**src/rtl/seg7_bcd_capture.sv**
```systemverilog
`default_nettype none
// ============================================================================
// Module      : seg7_bcd_capture
// Description : Sniffs a 4-digit multiplexed 7-segment display bus and turns
//               it back into a 16-bit BCD frame. A digit is accepted only after
//               its (dig_en, seg) sample has been stable for STABLE_CNT
//               consecutive cycles with a one-hot strobe. When all four digit
//               slots have been captured, the frame is presented on a
//               valid/ready output. A frame that completes while the previous
//               one is still unconsumed is dropped and flagged on ovf.
//
// Parameters  : STABLE_CNT  consecutive identical samples needed (2..15)
// Ports       : clk         clock, rising edge
//               rst         asynchronous active-high reset
//               seg[6:0]    segment lines {a,b,c,d,e,f,g}, bit 6 = a
//               dig_en[3:0] digit strobes, bit i selects digit i
//               out_ready   consumer accepts the presented frame
//               bcd[15:0]   captured frame, digit i on bcd[4i+3:4i]
//               out_valid   bcd / frame_err are valid
//               frame_err   some digit in the frame was undecodable
//               ovf         one-cycle pulse when a completed frame is dropped
// Options     : SEG7_ALT_GLYPH_EN  also accept the alternative 6, 7 and 9
//                                  glyphs (0011111, 1110010, 1110011)
// Revision    : 1.0  initial release
// ============================================================================
module seg7_bcd_capture #(
  parameter int STABLE_CNT = 4
) (
  input  logic        clk,
  input  logic        rst,
  input  logic [6:0]  seg,
  input  logic [3:0]  dig_en,
  input  logic        out_ready,
  output logic [15:0] bcd,
  output logic        out_valid,
  output logic        frame_err,
  output logic        ovf
);

  localparam logic [3:0] c_stable_cnt = 4'(STABLE_CNT);

  typedef enum logic [0:0] {
    COLLECT = 1'b0,
    HOLD    = 1'b1
  } state_t;

  // Returns {err, nibble}; anything that is not a known glyph maps to F.
  function automatic logic [4:0] decode(input logic [6:0] pat);
    case (pat)
      7'b1111110: decode = {1'b0, 4'd0};
      7'b0110000: decode = {1'b0, 4'd1};
      7'b1101101: decode = {1'b0, 4'd2};
      7'b1111001: decode = {1'b0, 4'd3};
      7'b0110011: decode = {1'b0, 4'd4};
      7'b1011011: decode = {1'b0, 4'd5};
      7'b1011111: decode = {1'b0, 4'd6};
      7'b1110000: decode = {1'b0, 4'd7};
      7'b1111111: decode = {1'b0, 4'd8};
      7'b1111011: decode = {1'b0, 4'd9};
`ifdef SEG7_ALT_GLYPH_EN
      7'b0011111: decode = {1'b0, 4'd6};
      7'b1110010: decode = {1'b0, 4'd7};
      7'b1110011: decode = {1'b0, 4'd9};
`endif
      default:    decode = {1'b1, 4'hF};
    endcase
  endfunction

  // Sampling and stability tracking
  logic [3:0]  r_samp_en;
  logic [6:0]  r_samp_seg;
  logic [3:0]  r_cnt;
  logic        r_hit;
  logic [3:0]  w_cnt_next;
  logic        w_hit_next;
  logic        w_onehot;
  logic        w_same;

  // Frame assembly
  logic [3:0]  r_mask;
  logic [3:0]  r_err;
  logic [3:0]  r_slot [4];
  logic [3:0]  w_cap_en;
  logic [4:0]  w_dec;
  logic        w_complete;

  // Output side
  state_t      r_state;
  state_t      w_state_next;
  logic        w_load;
  logic        w_drop;
  logic [15:0] r_bcd;
  logic        r_ferr;
  logic        r_ovf;

  assign w_onehot = (dig_en != 4'd0) && ((dig_en & (dig_en - 4'd1)) == 4'd0);
  assign w_same   = ({dig_en, seg} == {r_samp_en, r_samp_seg});

  always_comb begin
    w_cnt_next = 4'd0;
    if (w_onehot) begin
      if (w_same) begin
        w_cnt_next = (r_cnt == c_stable_cnt) ? r_cnt : r_cnt + 4'd1;
      end else begin
        w_cnt_next = 4'd1;
      end
    end
  end

  // Hit fires only on the transition into saturation, so a long stable run
  // captures exactly once.
  assign w_hit_next = (w_cnt_next == c_stable_cnt) && (r_cnt != c_stable_cnt);

  always_ff @(posedge clk or posedge rst) begin
    if (rst) begin
      r_samp_en  <= 4'd0;
      r_samp_seg <= 7'd0;
      r_cnt      <= 4'd0;
      r_hit      <= 1'b0;
    end else begin
      r_samp_en  <= dig_en;
      r_samp_seg <= seg;
      r_cnt      <= w_cnt_next;
      r_hit      <= w_hit_next;
    end
  end

  // r_samp_* still holds the stable run's value in the cycle r_hit is high,
  // and that value is guaranteed one-hot.
  assign w_dec      = decode(r_samp_seg);
  assign w_cap_en   = r_hit ? r_samp_en : 4'd0;
  assign w_complete = &r_mask;

  always_ff @(posedge clk or posedge rst) begin
    if (rst) begin
      r_mask <= 4'd0;
      r_err  <= 4'd0;
    end else if (w_complete) begin
      r_mask <= 4'd0;
      r_err  <= 4'd0;
    end else begin
      r_mask <= r_mask | w_cap_en;
      // A repeat capture replaces the slot's error state as well as its value.
      r_err  <= (r_err & ~w_cap_en) | (w_dec[4] ? w_cap_en : 4'd0);
    end
  end

  for (genvar gi = 0; gi < 4; gi++) begin : g_slot
    always_ff @(posedge clk or posedge rst) begin
      if (rst) begin
        r_slot[gi] <= 4'd0;
      end else if (w_cap_en[gi]) begin
        r_slot[gi] <= w_dec[3:0];
      end
    end
  end

  // Output handshake FSM
  always_ff @(posedge clk or posedge rst) begin
    if (rst) begin
      r_state <= COLLECT;
    end else begin
      r_state <= w_state_next;
    end
  end

  always_comb begin
    w_state_next = r_state;
    w_load       = 1'b0;
    w_drop       = 1'b0;
    case (r_state)
      COLLECT: begin
        if (w_complete) begin
          w_load       = 1'b1;
          w_state_next = HOLD;
        end
      end
      HOLD: begin
        if (out_ready) begin
          if (w_complete) begin
            w_load = 1'b1;
          end else begin
            w_state_next = COLLECT;
          end
        end else if (w_complete) begin
          w_drop = 1'b1;
        end
      end
      default: w_state_next = COLLECT;
    endcase
  end

  always_ff @(posedge clk or posedge rst) begin
    if (rst) begin
      r_bcd  <= 16'd0;
      r_ferr <= 1'b0;
      r_ovf  <= 1'b0;
    end else begin
      if (w_load) begin
        r_bcd  <= {r_slot[3], r_slot[2], r_slot[1], r_slot[0]};
        r_ferr <= |r_err;
      end
      r_ovf <= w_drop;
    end
  end

  assign bcd       = r_bcd;
  assign frame_err = r_ferr;
  assign ovf       = r_ovf;
  assign out_valid = (r_state == HOLD);

endmodule
`default_nettype wire
```
**config.mk**
```make
export PLATFORM = sky130hd
export DESIGN_NAME = seg7_bcd_capture
export DESIGN_NICKNAME = d
export VERILOG_FILES = /design/src/rtl/seg7_bcd_capture.sv
export SDC_FILE = /design/constraint.sdc
export NUM_CORES = 1
export LEC_CHECK = 0
export BUFFER_PORTS_ARGS = -buffer_cell sky130_fd_sc_hd__buf_2
export CAP_MARGIN = 20
export CORE_MARGIN = 2
export CORE_UTILIZATION = 45
export CTS_CLUSTER_DIAMETER = 100
export CTS_CLUSTER_SIZE = 24
export DETAILED_ROUTE_END_ITERATION = 10
export PLACE_DENSITY = 0.67
export REMOVE_ABC_BUFFERS = 1
export SKIP_CTS_REPAIR_TIMING = 1
export SYNTH_ARGS = -nofsm -noshare
export SYNTH_HDL_FRONTEND = slang
export SYNTH_SLANG_ARGS = --single-unit
```
**constraint.sdc**
```tcl
create_clock -name clk -period 2.05 [get_ports clk]
set_clock_uncertainty 0.2 [all_clocks]
set_input_delay 0.5125 -clock clk [delete_from_list [all_inputs] [get_ports clk]]
set_output_delay 0.5125 -clock clk [all_outputs]
set_load 0.005 [all_outputs]
```
After elaboration in Yosys (flattened, before gate mapping)

Index checks and enable logic that the tools add are counted.

$add $sub $neg: 2
Eq/ne operators: 14
Mux-type cells: 15
Bitwise gates (word level): 6
Reductions and logical operators: 6

Operators by type and width:

| cell                                                   | number |
|---|---|
| equality test 7 bit (second input constant)            | 8 |
| case mux 5 bit (10 select lines)                       | 1 |
| 2-to-1 mux 4 bit                                       | 7 |
| equality test 7 x 6 -> 1 bit (second input constant)   | 2 |
| equality test 11 bit                                   | 1 |
| AND 4 bit                                              | 2 |
| equality test 4 x 3 -> 1 bit (second input constant)   | 2 |
| bitwise OR 4 bit                                       | 2 |
| 2-to-1 mux 1 bit                                       | 5 |
| adder 4 x 1 -> 4 bit (second input constant)           | 1 |
| zero test 4 bit                                        | 1 |
| inequality test 4 x 3 -> 1 bit (second input constant) | 1 |
| NOT 4 bit                                              | 1 |
| case mux 1 bit (2 select lines)                        | 2 |
| AND reduction 4 bit                                    | 1 |
| nonzero test 4 bit                                     | 1 |
| OR reduction 4 bit                                     | 1 |
| subtractor 4 x 1 -> 4 bit (second input constant)      | 1 |
| logical AND 1 bit                                      | 2 |
| NOT 1 bit                                              | 1 |

Register bits: 59
Bits of input ports: 14
Output and inout bits: 19
Word-level logic and storage cells: 57

Depth between registers and ports, before layout

Depth in word-level cells: 7
Depth in mapped cells: 6
Gate-level depth less buffers: 6

Worst setup path after synthesis

OpenSTA, ideal clock, no wires.

Kind: input -> register
Start: input port out_ready
End: register r_bcd[0] (netlist: bcd[0])
Library setup time: 0.125 ns
Data arrival time: 1.492 ns
Setup slack: 0.234 ns
Stages: 5
Buffers on the path: 2
Cells stage by stage: nand2b_1 > nor2b_1 > buf_2 > buf_2 > mux2_2

Cells in the longest elaborated chain, start to end: 2

Ends and longest elaborated chain:

| item                            | RTL line | source |
|---|---|---|
| start: declaration              | 33       | `input logic out_ready,` |
| 2-to-1 mux 1 bit                | 179      | `if (out_ready) begin` |
| case mux 1 bit (2 select lines) | 171      | `case (r_state)` |
| end signal: assignment          | 200      | `r_bcd <= {r_slot[3], r_slot[2], r_slot[1], r_slot[0]};` |
| end: declaration                | 92       | `logic [15:0] r_bcd;` |

Every way passes these cells.
A chain may end at the register's enable or synchronous reset.

Worst setup path after layout

Start: register r_samp_seg[0]
End: register r_slot[3] (netlist name)

Cells in the longest elaborated chain, start to end: 2
Elaborated cells between the ends (all ways): 11
Classes of those cells: eq/ne: 10; mux: 1

Ends and longest elaborated chain:

| item                                                                       | RTL line | source |
|---|---|---|
| start: declaration                                                         | 71       | `logic [6:0] r_samp_seg;` |
| start signal: assignment                                                   | 122      | `r_samp_seg <= seg;` |
| equality test 7 bit / equality test 7 x 6 -> 1 bit (equally long branches) | 49       | `case (pat)` |
| case mux 5 bit (10 select lines) *                                         | 49       |  |
| end signal: indexed assignment                                             | 153      | `r_slot[gi] <= w_dec[3:0];` |
| end: declaration                                                           | 82       | `logic [3:0] r_slot [4];` |

Mark *: on every way between the ends. The rest lies on a longest branch, timed or not.

==> results.cfg <==
[clock_network]
path_clk_slew_ns = 0.06
cts_buffers = 9
clockBufferDepth = 2
clock-sinks = 59
cts_tree = yes
cts_max_level = 3
clock_latency_ns = 0.33
cts_root_buf = clkbuf_8

[sta]
rsz0062_at_grt = false
fin_ws_ns = 0.222
slew_headroom_pct = 75.3
fin_setup_tns_ns = 0
worst_slew_pin_slew_ns = 0.370
maxSlewViolCount = 0
post-route-period-util_pct = 89.2
hold_viol_final = 0
setup-violations-final = 0
final.min_clock_period_ns = 1.83
max_freq_mhz = 547

[detailed_routing]
firstDrtPassIters = 4
post_drt_via_cell_ratio = 5.33
routedWlPerCell_um = 13.9
drtAntennaViolNets = 0
via_count = 1812
drt_drc_violations_left = 0
drtIter0Drc = 168
totalWireLength_mm = 4.73

[critical_path]
crit_path_cell_trace = nor4bb_2, o311ai_4, a21oi_2, o31ai_1
setup.worst_path.end = r_slot[3]
cp_slowest_cell = dfrtp_1
critPathTopFamily = compound AO/OA/AOI/OAI gates
reg2reg_depth = 4
crit_cells = 4
crit_path_max_fanout = 10
reg2reg_from = r_samp_seg[0]
crit_arrival_ns = 1.84
worstReg2RegEnd = r_slot[3]
cp_num_buf_inv = 0
rrSetupSlack_ns = 0.22
crit_path_end_kind = register
worstSetupPathType = register to register
max_stage_delay_ns = 0.50
startpoint_type = register
startpoint = r_samp_seg[0]
worstPathRequired_ns = 2.06

[run]
drv_cap = 0

[placed_design]
place_hpwl_mm = 3.34
place_inst = 324
gp_congestion = 0.782
dp_slack_ns = 0.199
port_buffers = 32

[synth]
synth_compound_area_share_pct = 13.0
synth_edf_count = 0
synth_top_family_by_area = simple AND/OR/NAND/NOR gates
synth_top_area_share_pct = 55.9
ys_top_cells_by_count = dfrtp_1 (59), nand2_1 (19), mux2_2 (16)
synth-xor-area-share_pct = 4.31
ys_seq_elements = 59
avgSynthCellArea_um2 = 11.7
syn_inst = 226
synth.area.top_cells = dfrtp_1 (56%), mux2_2 (6.8%), xor2_1 (4.0%)
ys_seq_area_share_pct = 55.9
syn_area_um2 = 2640
muxShareOfSynthArea_pct = 8.34
synth-simple-area-share_pct = 14.5
synthArstFlopShare_pct = 100
yosys_warnings = 0
synth_top_area_cell = dfrtp_1
synth.most_common_cell = dfrtp_1
synth.distinct_cells = 44
synth-main-ff-cell = dfrtp_1
synth_fa_ha_area_share_pct = 0.948

[grt]
overflow = 0
antenna_found_initial = 0
grt_max_degree = 45
first_global_vias = 1690
grt_usage_pct = 16.8
grt_first_pass_wirelength_mm = 8.09

[layout]
fill_cells = 482
syn_to_final_growth_pct = 17.0
final_core_util_pct = 55.4
antenna_cells = 0
final_cells = 340
drive_above_1_share_pct = 30.6
nets = 280

[floorplanning]
die_w_um = 80.6
die-height_um = 80.6
io_pins = 33
initial_core_util_pct = 47.4
die_area_um2 = 6500
rows = 27
coreArea_um2 = 5570

[power]
peakVddDrop_mv = 0.378
p_total_mw = 2.31
powerDensity_nw_per_um2 = 748
p_leak_nw = 1.45

[outcome]
status = completed

[worst_hold_path]
min_path_cells = 1
hold_path.class = primary input to register
## registers in the layout, indices dropped and copies added, names as in the netlist, 4 cells and up
signal	flops
r_slot	16
r_err	4
r_samp_en	4
r_samp_seg	7
r_mask	4
r_cnt	4
bcd	16
## cell type report
class,count,area [um^2],area share [%]
clock buffer,9,124,4.01
clock inverter,6,57.6,1.86
inverter,5,18.8,0.608
multi-input combinational,149,1090,35.2
sequential,59,1480,47.8
tap,72,90.1,2.92
timing repair buffer,40,235,7.61
## how the worst min path moves through the flow
| stage | startpoint | endpoint | slack, ns |
|---|---|---|---|
| floorplan | r_slot[11] | r_slot[11] | 0.24 |
| global placement | r_slot[7] | r_slot[7] | 0.26 |
| detailed placement | r_slot[7] | r_slot[7] | 0.27 |
| CTS | rst | r_cnt[0] | -0.06 |
| global route | seg[1] | r_samp_seg[1] | 0.09 |
| finish | seg[4] | r_samp_seg[4] | 0.11 |
## report_power, final
part / switching (mW) / leakage (nW) / total (mW) / internal (mW)
combinational: 0.0716 / 0.567 / 0.123 / 0.0511
clock: 0.442 / 0.0946 / 0.987 / 0.545
sequential: 0.0229 / 0.792 / 1.20 / 1.18
total: 0.537 / 1.45 / 2.31 / 1.77
## layout by cell type (no fill, tap or decap), types with 2 or more instances in the layout
master,synthesis,final
o21ai_0,4,4
nor2b_1,2,2
o21ai_1,5,5
nor4_1,3,3
inv_2,1,2
clkinv_2,0,4
mux2_2,16,16
nand2_1,19,19
dfrtp_1,59,59
mux2i_1,4,4
nand2b_1,4,4
buf_2,7,32
a31oi_1,8,8
xor2_1,12,12
a21oi_1,3,3
o31ai_1,11,11
nor3_1,7,7
o21a_1,5,5
and2_1,4,4
inv_1,4,3
buf_4,0,6
nand3_1,7,7
a21boi_2,2,2
and3b_1,2,2
clkbuf_8,0,9
nor2_1,9,9
ha_1,2,2
nand4_1,2,2
## metal layers
layer  GRT usage (%)  up-vias  routed length (um)
li1                -      894                   -
met1            23.2      877                2290
met2            23.7       36                2190
met3            5.17        5                 181
met4            9.15        0                  65
met5               0        -                   0
## worst register-to-register path, stage by stage, from the launching register on
cell and delay, ns:
dfrtp_1 0.50, nor4bb_2 0.44, o311ai_4 0.18, a21oi_2 0.30, o31ai_1 0.10
## cell families after synthesis
family / count (synthesis)
compound gates: 46
xor+xnor: 13
fa+ha+maj: 2
buf+inv: 18
flops: 59
mux: 20
simple gates: 68
## stage by stage
step	hold slack (ns)	instance area, um^2
final	0.110	3090
after global routing	0.0866	3090
after CTS	-0.0638	3080
after detailed placement	0.274	2900
after global placement	0.265	2900
after floorplan	0.243	2580
(Power assumes the default switching activity.)
